**src/rtl/ram_burst_pkg.sv**
```systemverilog
// Shared definitions for the RAM burst master: FSM state encoding and
// read-path sizing constants.
package ram_burst_pkg;

  typedef enum logic [2:0] {
    ST_IDLE,
    ST_WRITE,
    ST_READ,
    ST_DRAIN,
    ST_DONE
  } burst_state_t;

  // Depth of the read-return FIFO; the issue credit limit is tied to it.
  localparam int RD_FIFO_DEPTH = 4;
  localparam int FIFO_PTR_WIDTH = $clog2(RD_FIFO_DEPTH);
  localparam int FIFO_COUNT_WIDTH = $clog2(RD_FIFO_DEPTH + 1);

  // Wide enough to hold fifo_count (0..4) plus in_flight (0..2).
  localparam int CREDIT_WIDTH = $clog2(RD_FIFO_DEPTH + 3);

endpackage

```
**src/rtl/burst_read_fifo.sv**
```systemverilog
// Small synchronous FIFO that buffers RAM read data (plus a last-beat flag)
// so the read stream can be backpressured without losing returned words.
module burst_read_fifo
  import ram_burst_pkg::*;
#(
  parameter int WIDTH = 65
) (
  input  logic                        clk,
  input  logic                        rst,
  input  logic                        push,
  input  logic [WIDTH-1:0]            push_data,
  input  logic                        pop,
  output logic [WIDTH-1:0]            head,
  output logic [FIFO_COUNT_WIDTH-1:0] count,
  output logic                        empty
);

  logic [WIDTH-1:0]          mem [RD_FIFO_DEPTH];
  logic [FIFO_PTR_WIDTH-1:0] wr_ptr;
  logic [FIFO_PTR_WIDTH-1:0] rd_ptr;

  assign head  = mem[rd_ptr];
  assign empty = (count == '0);

  // Storage array: written on push, no reset needed since count gates reads.
  always_ff @(posedge clk) begin
    if (push) begin
      mem[wr_ptr] <= push_data;
    end
  end

  // Pointer and occupancy bookkeeping; reset discards any buffered words.
  always_ff @(posedge clk) begin
    if (rst) begin
      wr_ptr <= '0;
      rd_ptr <= '0;
      count  <= '0;
    end else begin
      if (push) begin
        wr_ptr <= wr_ptr + FIFO_PTR_WIDTH'(1);
      end
      if (pop) begin
        rd_ptr <= rd_ptr + FIFO_PTR_WIDTH'(1);
      end
      case ({push, pop})
        2'b10:   count <= count + FIFO_COUNT_WIDTH'(1);
        2'b01:   count <= count - FIFO_COUNT_WIDTH'(1);
        default: count <= count;
      endcase
    end
  end

endmodule

```
**src/rtl/ram_burst_master.sv**
```systemverilog
// Burst engine for one solver RAM port: converts a (direction, base, length)
// command into per-cycle address/data_write/WR_signal drives, streaming write
// data in and read data out through valid/ready handshakes.
module ram_burst_master
  import ram_burst_pkg::*;
#(
  parameter int DATA_WIDTH    = 64,
  parameter int ADDRESS_WIDTH = 12,
  parameter int LEN_WIDTH     = 8
) (
  input  logic                     clk,
  input  logic                     rst,
  input  logic                     cmd_valid,
  output logic                     cmd_ready,
  input  logic                     cmd_write,
  input  logic [ADDRESS_WIDTH-1:0] cmd_base,
  input  logic [LEN_WIDTH-1:0]     cmd_len,
  input  logic                     wr_data_valid,
  output logic                     wr_data_ready,
  input  logic [DATA_WIDTH-1:0]    wr_data,
  output logic                     rd_data_valid,
  input  logic                     rd_data_ready,
  output logic [DATA_WIDTH-1:0]    rd_data,
  output logic                     rd_data_last,
  output logic                     busy,
  output logic                     done,
  output logic [ADDRESS_WIDTH-1:0] address,
  output logic [DATA_WIDTH-1:0]    data_write,
  output logic                     WR_signal,
  input  logic [DATA_WIDTH-1:0]    data_read
);

  burst_state_t                state;
  logic [ADDRESS_WIDTH-1:0]    base_q;
  logic [LEN_WIDTH-1:0]        len_q;
  logic [LEN_WIDTH-1:0]        k;
  logic                        rd_issue;
  logic                        rd_issue_last;
  logic                        rd_capture;
  logic                        rd_capture_last;
  logic [1:0]                  in_flight;
  logic [CREDIT_WIDTH-1:0]     credit_sum;
  logic                        credit_ok;
  logic [FIFO_COUNT_WIDTH-1:0] fifo_count;
  logic                        fifo_empty;
  logic [DATA_WIDTH:0]         fifo_head;
  logic                        rd_pop;
  logic                        wr_fire;
  logic                        k_is_last;
  logic [ADDRESS_WIDTH-1:0]    beat_address;

  // A read occupies one slot from the address cycle until it lands in the
  // FIFO, so issuing only while FIFO + in-flight < depth can never overflow.
  assign in_flight    = {1'b0, rd_issue} + {1'b0, rd_capture};
  assign credit_sum   = CREDIT_WIDTH'(fifo_count) + CREDIT_WIDTH'(in_flight);
  assign credit_ok    = credit_sum < CREDIT_WIDTH'(RD_FIFO_DEPTH);
  assign beat_address = base_q + ADDRESS_WIDTH'(k);
  assign k_is_last    = (k + LEN_WIDTH'(1)) == len_q;
  assign wr_fire      = wr_data_ready && wr_data_valid;

  assign rd_data_valid = !fifo_empty;
  assign rd_data       = fifo_head[DATA_WIDTH-1:0];
  assign rd_data_last  = fifo_head[DATA_WIDTH];
  assign rd_pop        = rd_data_valid && rd_data_ready;

  // Burst FSM with registered status and RAM-side drives.
  always_ff @(posedge clk) begin
    if (rst) begin
      state         <= ST_IDLE;
      cmd_ready     <= 1'b1;
      busy          <= 1'b0;
      done          <= 1'b0;
      wr_data_ready <= 1'b0;
      address       <= '0;
      data_write    <= '0;
      WR_signal     <= 1'b0;
      base_q        <= '0;
      len_q         <= '0;
      k             <= '0;
      rd_issue      <= 1'b0;
      rd_issue_last <= 1'b0;
    end else begin
      WR_signal     <= 1'b0;
      done          <= 1'b0;
      rd_issue      <= 1'b0;
      rd_issue_last <= 1'b0;
      case (state)
        ST_IDLE: begin
          if (cmd_valid) begin
            base_q    <= cmd_base;
            len_q     <= cmd_len;
            k         <= '0;
            cmd_ready <= 1'b0;
            busy      <= 1'b1;
            if (cmd_len == '0) begin
              state <= ST_DONE;
              done  <= 1'b1;
            end else if (cmd_write) begin
              state         <= ST_WRITE;
              wr_data_ready <= 1'b1;
            end else begin
              state <= ST_READ;
            end
          end
        end
        ST_WRITE: begin
          if (k == len_q) begin
            state <= ST_DONE;
            done  <= 1'b1;
          end else if (wr_fire) begin
            address    <= beat_address;
            data_write <= wr_data;
            WR_signal  <= 1'b1;
            k          <= k + LEN_WIDTH'(1);
            if (k_is_last) begin
              wr_data_ready <= 1'b0;
            end
          end
        end
        ST_READ: begin
          if (credit_ok) begin
            address       <= beat_address;
            rd_issue      <= 1'b1;
            rd_issue_last <= k_is_last;
            k             <= k + LEN_WIDTH'(1);
            if (k_is_last) begin
              state <= ST_DRAIN;
            end
          end
        end
        ST_DRAIN: begin
          if (rd_pop && rd_data_last && (in_flight == 2'd0)) begin
            state <= ST_DONE;
            done  <= 1'b1;
          end
        end
        ST_DONE: begin
          state     <= ST_IDLE;
          busy      <= 1'b0;
          cmd_ready <= 1'b1;
        end
        default: begin
          state     <= ST_IDLE;
          busy      <= 1'b0;
          cmd_ready <= 1'b1;
        end
      endcase
    end
  end

  // Read return pipeline: data_read is valid the cycle after the address cycle.
  always_ff @(posedge clk) begin
    if (rst) begin
      rd_capture      <= 1'b0;
      rd_capture_last <= 1'b0;
    end else begin
      rd_capture      <= rd_issue;
      rd_capture_last <= rd_issue_last;
    end
  end

  burst_read_fifo #(
    .WIDTH(DATA_WIDTH + 1)
  ) u_read_fifo (
    .clk       (clk),
    .rst       (rst),
    .push      (rd_capture),
    .push_data ({rd_capture_last, data_read}),
    .pop       (rd_pop),
    .head      (fifo_head),
    .count     (fifo_count),
    .empty     (fifo_empty)
  );

endmodule

```
**config.mk**
```make
export PLATFORM = sky130hd
export DESIGN_NAME = ram_burst_master
export DESIGN_NICKNAME = d
export VERILOG_FILES = /design/src/rtl/ram_burst_pkg.sv /design/src/rtl/burst_read_fifo.sv /design/src/rtl/ram_burst_master.sv
export SDC_FILE = /design/constraint.sdc
export NUM_CORES = 1
export LEC_CHECK = 0
export CAP_MARGIN = 25
export CORE_MARGIN = 4
export CORE_UTILIZATION = 50
export DETAILED_ROUTE_END_ITERATION = 7
export GPL_ROUTABILITY_DRIVEN = 0
export PLACE_DENSITY = 0.9
export SYNTH_ARGS = -nofsm -noshare
export SYNTH_HDL_FRONTEND = slang
export SYNTH_SLANG_ARGS = --single-unit
```
**constraint.sdc**
```tcl
create_clock -name clk -period 3.8 [get_ports clk]
set_input_delay 0.57 -clock clk [delete_from_list [all_inputs] [get_ports clk]]
set_output_delay 0.57 -clock clk [all_outputs]
set_load 0.01 [all_outputs]
```
# Yosys cells after proc, flatten, opt, wreduce, memory -nomap -nowiden
# Memory sizes are Yosys's and may differ from the RTL's. A register that Yosys moved wholly into a read port is not among the register bits.
# Cells that the tools add are included.
[word_totals]
input_bits = 154
out_inout_bits = 147
memories = 1
register_bits = 123
ramBits = 260
[op_classes]
reduce_logical = 24
bitwise_logic = 5
add_sub_neg = 8
n_eq_ne = 17
muxes = 40
order_cmp = 1
[memory_table]
columns = ["name", "depth", "width", "rd", "rd_ports_with_merged_regs", "write_ports", "line_no", "source"]
rows = [
  ["u_read_fifo.mem", 4, 65, 1, 1, 1, "burst_read_fifo.sv:18", "logic [WIDTH-1:0] mem [RD_FIFO_DEPTH];"],
]
[op_table]
columns = ["cell", "count"]
rows = [
  ["12-bit 2-to-1 mux", 3],
  ["8-bit 2-to-1 mux", 4],
  ["12-bit one-hot mux with 2 select lines", 1],
  ["8-bit one-hot mux with 3 select lines", 1],
  ["2-bit != test (second input constant)", 10],
  ["3-bit 2-to-1 mux", 6],
  ["8-bit equality test", 2],
  ["1-bit 2-to-1 mux", 16],
  ["12-bit by 8-bit adder with 12-bit output", 1],
  ["3-bit one-hot mux with 4 select lines", 1],
  ["5-bit AND reduction", 2],
  ["3-bit OR reduction", 3],
  ["8-bit by 1-bit adder with 8-bit output (second input constant)", 1],
  ["8-bit zero test", 1],
  ["7-bit AND reduction", 1],
  ["3-bit by 2-bit equality test with 1-bit output (second input constant)", 2],
  ["3-bit zero test", 2],
  ["2-bit 2-to-1 mux", 3],
  ["1-bit one-hot mux with 2 select lines", 3],
  ["3-bit one-hot mux with 2 select lines", 1],
  ["2-bit nonzero test", 3],
  ["1-bit inverter", 5],
  ["2-bit by 1-bit adder with 2-bit output (second input constant)", 2],
  ["1-bit logical AND", 4],
  ["other kinds (16)", 17],
]

# Logic depth before layout (Yosys ltp)
[depth]
ltp_word = 7
mapped_depth = 8

# By module
# A second synthesis with hierarchy kept.
[hier_totals]
cells_unflattened = 1029
hier_area_um2 = 14955.6
[by_module_without_submodules]
columns = ["mod", "seq_area_each_um2", "area_per_inst_um2", "cells_per_inst", "n_inst"]
rows = [
  ["burst_read_fifo", 7987.7, 9851.9, 385, 1],
  ["ram_burst_master", 2322.2, 5103.6, 644, 1],
]

# Worst setup path after synthesis
# No wires, ideal clock.
[synth_path]
path_kind = "reg2reg"
from = "register u_read_fifo.wr_ptr[0]"
to = "memory u_read_fifo.mem[0][0] (enable)"
arrival_time_ps = 2070
slack_ps = 1300
setup_time_ps = 430
stages_incl_launch_ff = 4
period_less_slack_ps = 2500
path_cell_list = "dfxtp_1 inv_1 ha_1 and2_1"
[synth_lines]
columns = ["item", "line_no", "source"]
rows = [
  ["start, declared", "burst_read_fifo.sv:19", "logic [FIFO_PTR_WIDTH-1:0] wr_ptr;"],
  ["start signal, assigned", "burst_read_fifo.sv:40", "wr_ptr <= wr_ptr + FIFO_PTR_WIDTH'(1);"],
  ["end, declared", "burst_read_fifo.sv:18", ""],
]
# No word-level cell before the write port.

==> impl_metrics.tcl <==
set metrics [dict create \
    die_w_um 180 \
    setup_viol 0 \
    worstSetupPathType "reg -> out" \
    crit_buf_inv 2 \
    core_mm2 0.0289 \
    n_fill_cell 1864 \
    cp-end-kind "primary output" \
    crit_required_ps 3230 \
    relSlewSlack_pct 35.2 \
    root_buffer "clkbuf_16" \
    grt_max_degree 85 \
    met2_length_mm 18.3 \
    synth_most_common_cell "edfxtp_1" \
    r2r-start "rd_capture" \
    vias 9669 \
    setup_tns_ps 0 \
    synth_cell_types 56 \
    post-route-period-util_pct 83.6 \
    setup_ws_ps 624 \
    slew_violations 0 \
    cts_hold_buf 0 \
    die_h_um 180 \
    layout-drive-gt1-share_pct 11.4 \
    finClkSkew_ps 12.2 \
    io_buffers 300 \
    synth_warnings 0 \
    syn-num-nets 1185 \
    clkTransAtPathRegs_ps 60 \
    cts_buffers 39 \
    fmax_mhz 315 \
    p_comb_share_pct 12.2 \
    grt_pass1_vias 9979 \
    drt-met1-wl_mm 14.1 \
    via_per_inst 5.60 \
    pwr-share-clk_pct 39.3 \
    globalRouteTotalUtil_pct 22.1 \
    maxCapViolCount 0 \
    cp-start-kind "flip-flop" \
    clk_latency_ps 520 \
    numClockSinks 385 \
    leakagePower_uw 0.00638 \
    rows 62 \
    pre_cts_slack_ps 1150 \
    hp-start "rd_issue_last" \
    fin_crit_ps 3180 \
    post_drt_wl_per_cell_um 21.2 \
    ant_nets 0 \
    synth_edf_count 260 \
    io_pins 301 \
    n_antenna_cell 0 \
    status "complete, no violations" \
    slowest_stage "dfxtp_2" \
    p_switching_uw 2230 \
    cts_tree "built" \
    clockBufferDepth 3 \
    synth_top_area_share_pct 52.7 \
    rsz0062_at_grt "no" \
    cts-resized-gates 0 \
    synth_ff_type "edfxtp_1" \
    netlist_instances 1012 \
    dieArea_mm2 0.0324 \
    area_growth_pct 31.7 \
    postCtsSetupRepairBufs 0 \
    cp_cell_sequence "buf_12 -> mux4_2 -> clkdlybuf4s50_1" \
    vdd_drop_max_mv 0.365 \
    crit_family "buffers and inverters" \
    wl_met3_mm 3.60 \
    firstDrtPassIters 4 \
    syn-cell-area_mm2 0.0148 \
    swShare_pct 23.0 \
    hold_path_class "reg -> reg" \
    async_reset_ff_share_pct 0 \
    pwr-share-seq_pct 48.4 \
    drtIter0Drc 724 \
    htree_levels 2 \
    p_int_uw 7460 \
    slowest_delay_ps 800 \
    initial_core_util_pct 51.2 \
    worstPathMaxFanout 42 \
    antenna_found_initial 1 \
    finalNetCount 1486 \
    grt_pass1_wl_mm 57.5 \
    drcViolationCount 0 \
    dr.max_layer_used "met5" \
    yosysTopAreaCell "edfxtp_1" \
    tightest_slew_ps 971 \
    synth_seq_cells 385 \
    worstPathArrival_ps 2610 \
    power.density_mw_per_mm2 497 \
    dp_hpwl_mm 23.7 \
    ys_top_cells_by_area "edfxtp_1 53%, dfxtp_1 17%, mux4_2 9.9%, nand2_1 4.9%, a21oi_1 3.6%" \
    ys_seq_area_share_pct 69.6 \
    syn_area_per_cell_um2 14.6 \
    ys_top_cells_by_count "260 x edfxtp_1, 192 x nand2_1, 125 x dfxtp_1" \
    overflow 0 \
    hold_violations 0 \
    wl_mm 36.7 \
]
## through the flow
step                      util, %  cells  instance area, µm²  total power (µW)  hold slack, ps
after detailed placement     63.0   1656               18200              5960             425
after floorplan                 -   1012               14800              5400             414
after global routing         67.4   1728               19500             10100             454
after CTS                    67.4   1728               19500              9790             422
after global placement       63.0   1656               18200              5920             429
final                        67.4   1728               19500              9700             439
## path summary, 6_finish.rpt
kind	end	slack [ps]	cells after the start
max	rd_data[24]	620	3
min	rd_capture_last	440	1
max reg2reg	k[6]	1130	7
min reg2reg	rd_capture_last	440	1
## metal layers
layer  track usage (%)  up-vias
met1              27.9     4755
met5                 0        -
li1                  -     4386
met4              4.84        2
met2              37.9      464
met3              7.23       62
## sequential cells by signal, indices dropped and copies added (netlist names), 2 cells and up, named ones only
register	flops
u_read_fifo.rd_ptr	2
base_q	12
len_q	8
u_read_fifo.mem	260
u_read_fifo.wr_ptr	2
k	8
u_read_fifo.count	3
address	12
state	3
data_write	64
## kinds of logic after synthesis
group	synth area share (%)
AO/OA/AOI/OAI	6.47
XOR/XNOR	1.66
adder cells (fa/ha/maj)	1.71
buffers and inverters	2.09
flip-flops	69.6
multiplexers	10.4
AND/OR/NAND/NOR	8.12
## cells in the final DEF (no fill, tap or decap), drive strengths merged, types with 3 or more instances in the layout
| master | count |
|---|---|
| mux2i | 7 |
| nor4 | 6 |
| mux4 | 65 |
| nor3 | 9 |
| xor2 | 16 |
| xnor2 | 12 |
| and4 | 4 |
| nor2 | 22 |
| a211oi | 5 |
| a21o | 4 |
| nor3b | 3 |
| bufinv | 4 |
| clkbuf | 50 |
| nand2 | 192 |
| o31ai | 5 |
| inv | 14 |
| o21ai | 12 |
| ha | 17 |
| dfxtp | 125 |
| buf | 16 |
| o2111ai | 4 |
| a2111oi | 3 |
| o31a | 3 |
| nand3 | 15 |
| edfxtp | 260 |
| and2 | 7 |
| a21oi | 108 |
| or3 | 9 |
| nand4 | 5 |
| clkdlybuf4s50 | 299 |
| clkinv | 16 |
## power by group through the flow
stage	Sequential (µW)	Clock (µW)	Combinational, µW
final	4700	3820	1190
after global routing	4710	4090	1290
after CTS	4700	3900	1190
after detailed placement	4780	0	1180
after global placement	4780	0	1150
after floorplan	4750	0	646
## cell type report
class / count / area (µm²) / area share (%)
Inverter: 13 / 48.8 / 0.250
Multi-Input combinational cell: 559 / 4210 / 21.6
Clock inverter: 22 / 218 / 1.12
Clock buffer: 50 / 1070 / 5.48
Timing Repair Buffer: 315 / 3160 / 16.2
Sequential cell: 385 / 10300 / 52.9
Tap cell: 384 / 480 / 2.46
Power figures use the tool's default switching activity.
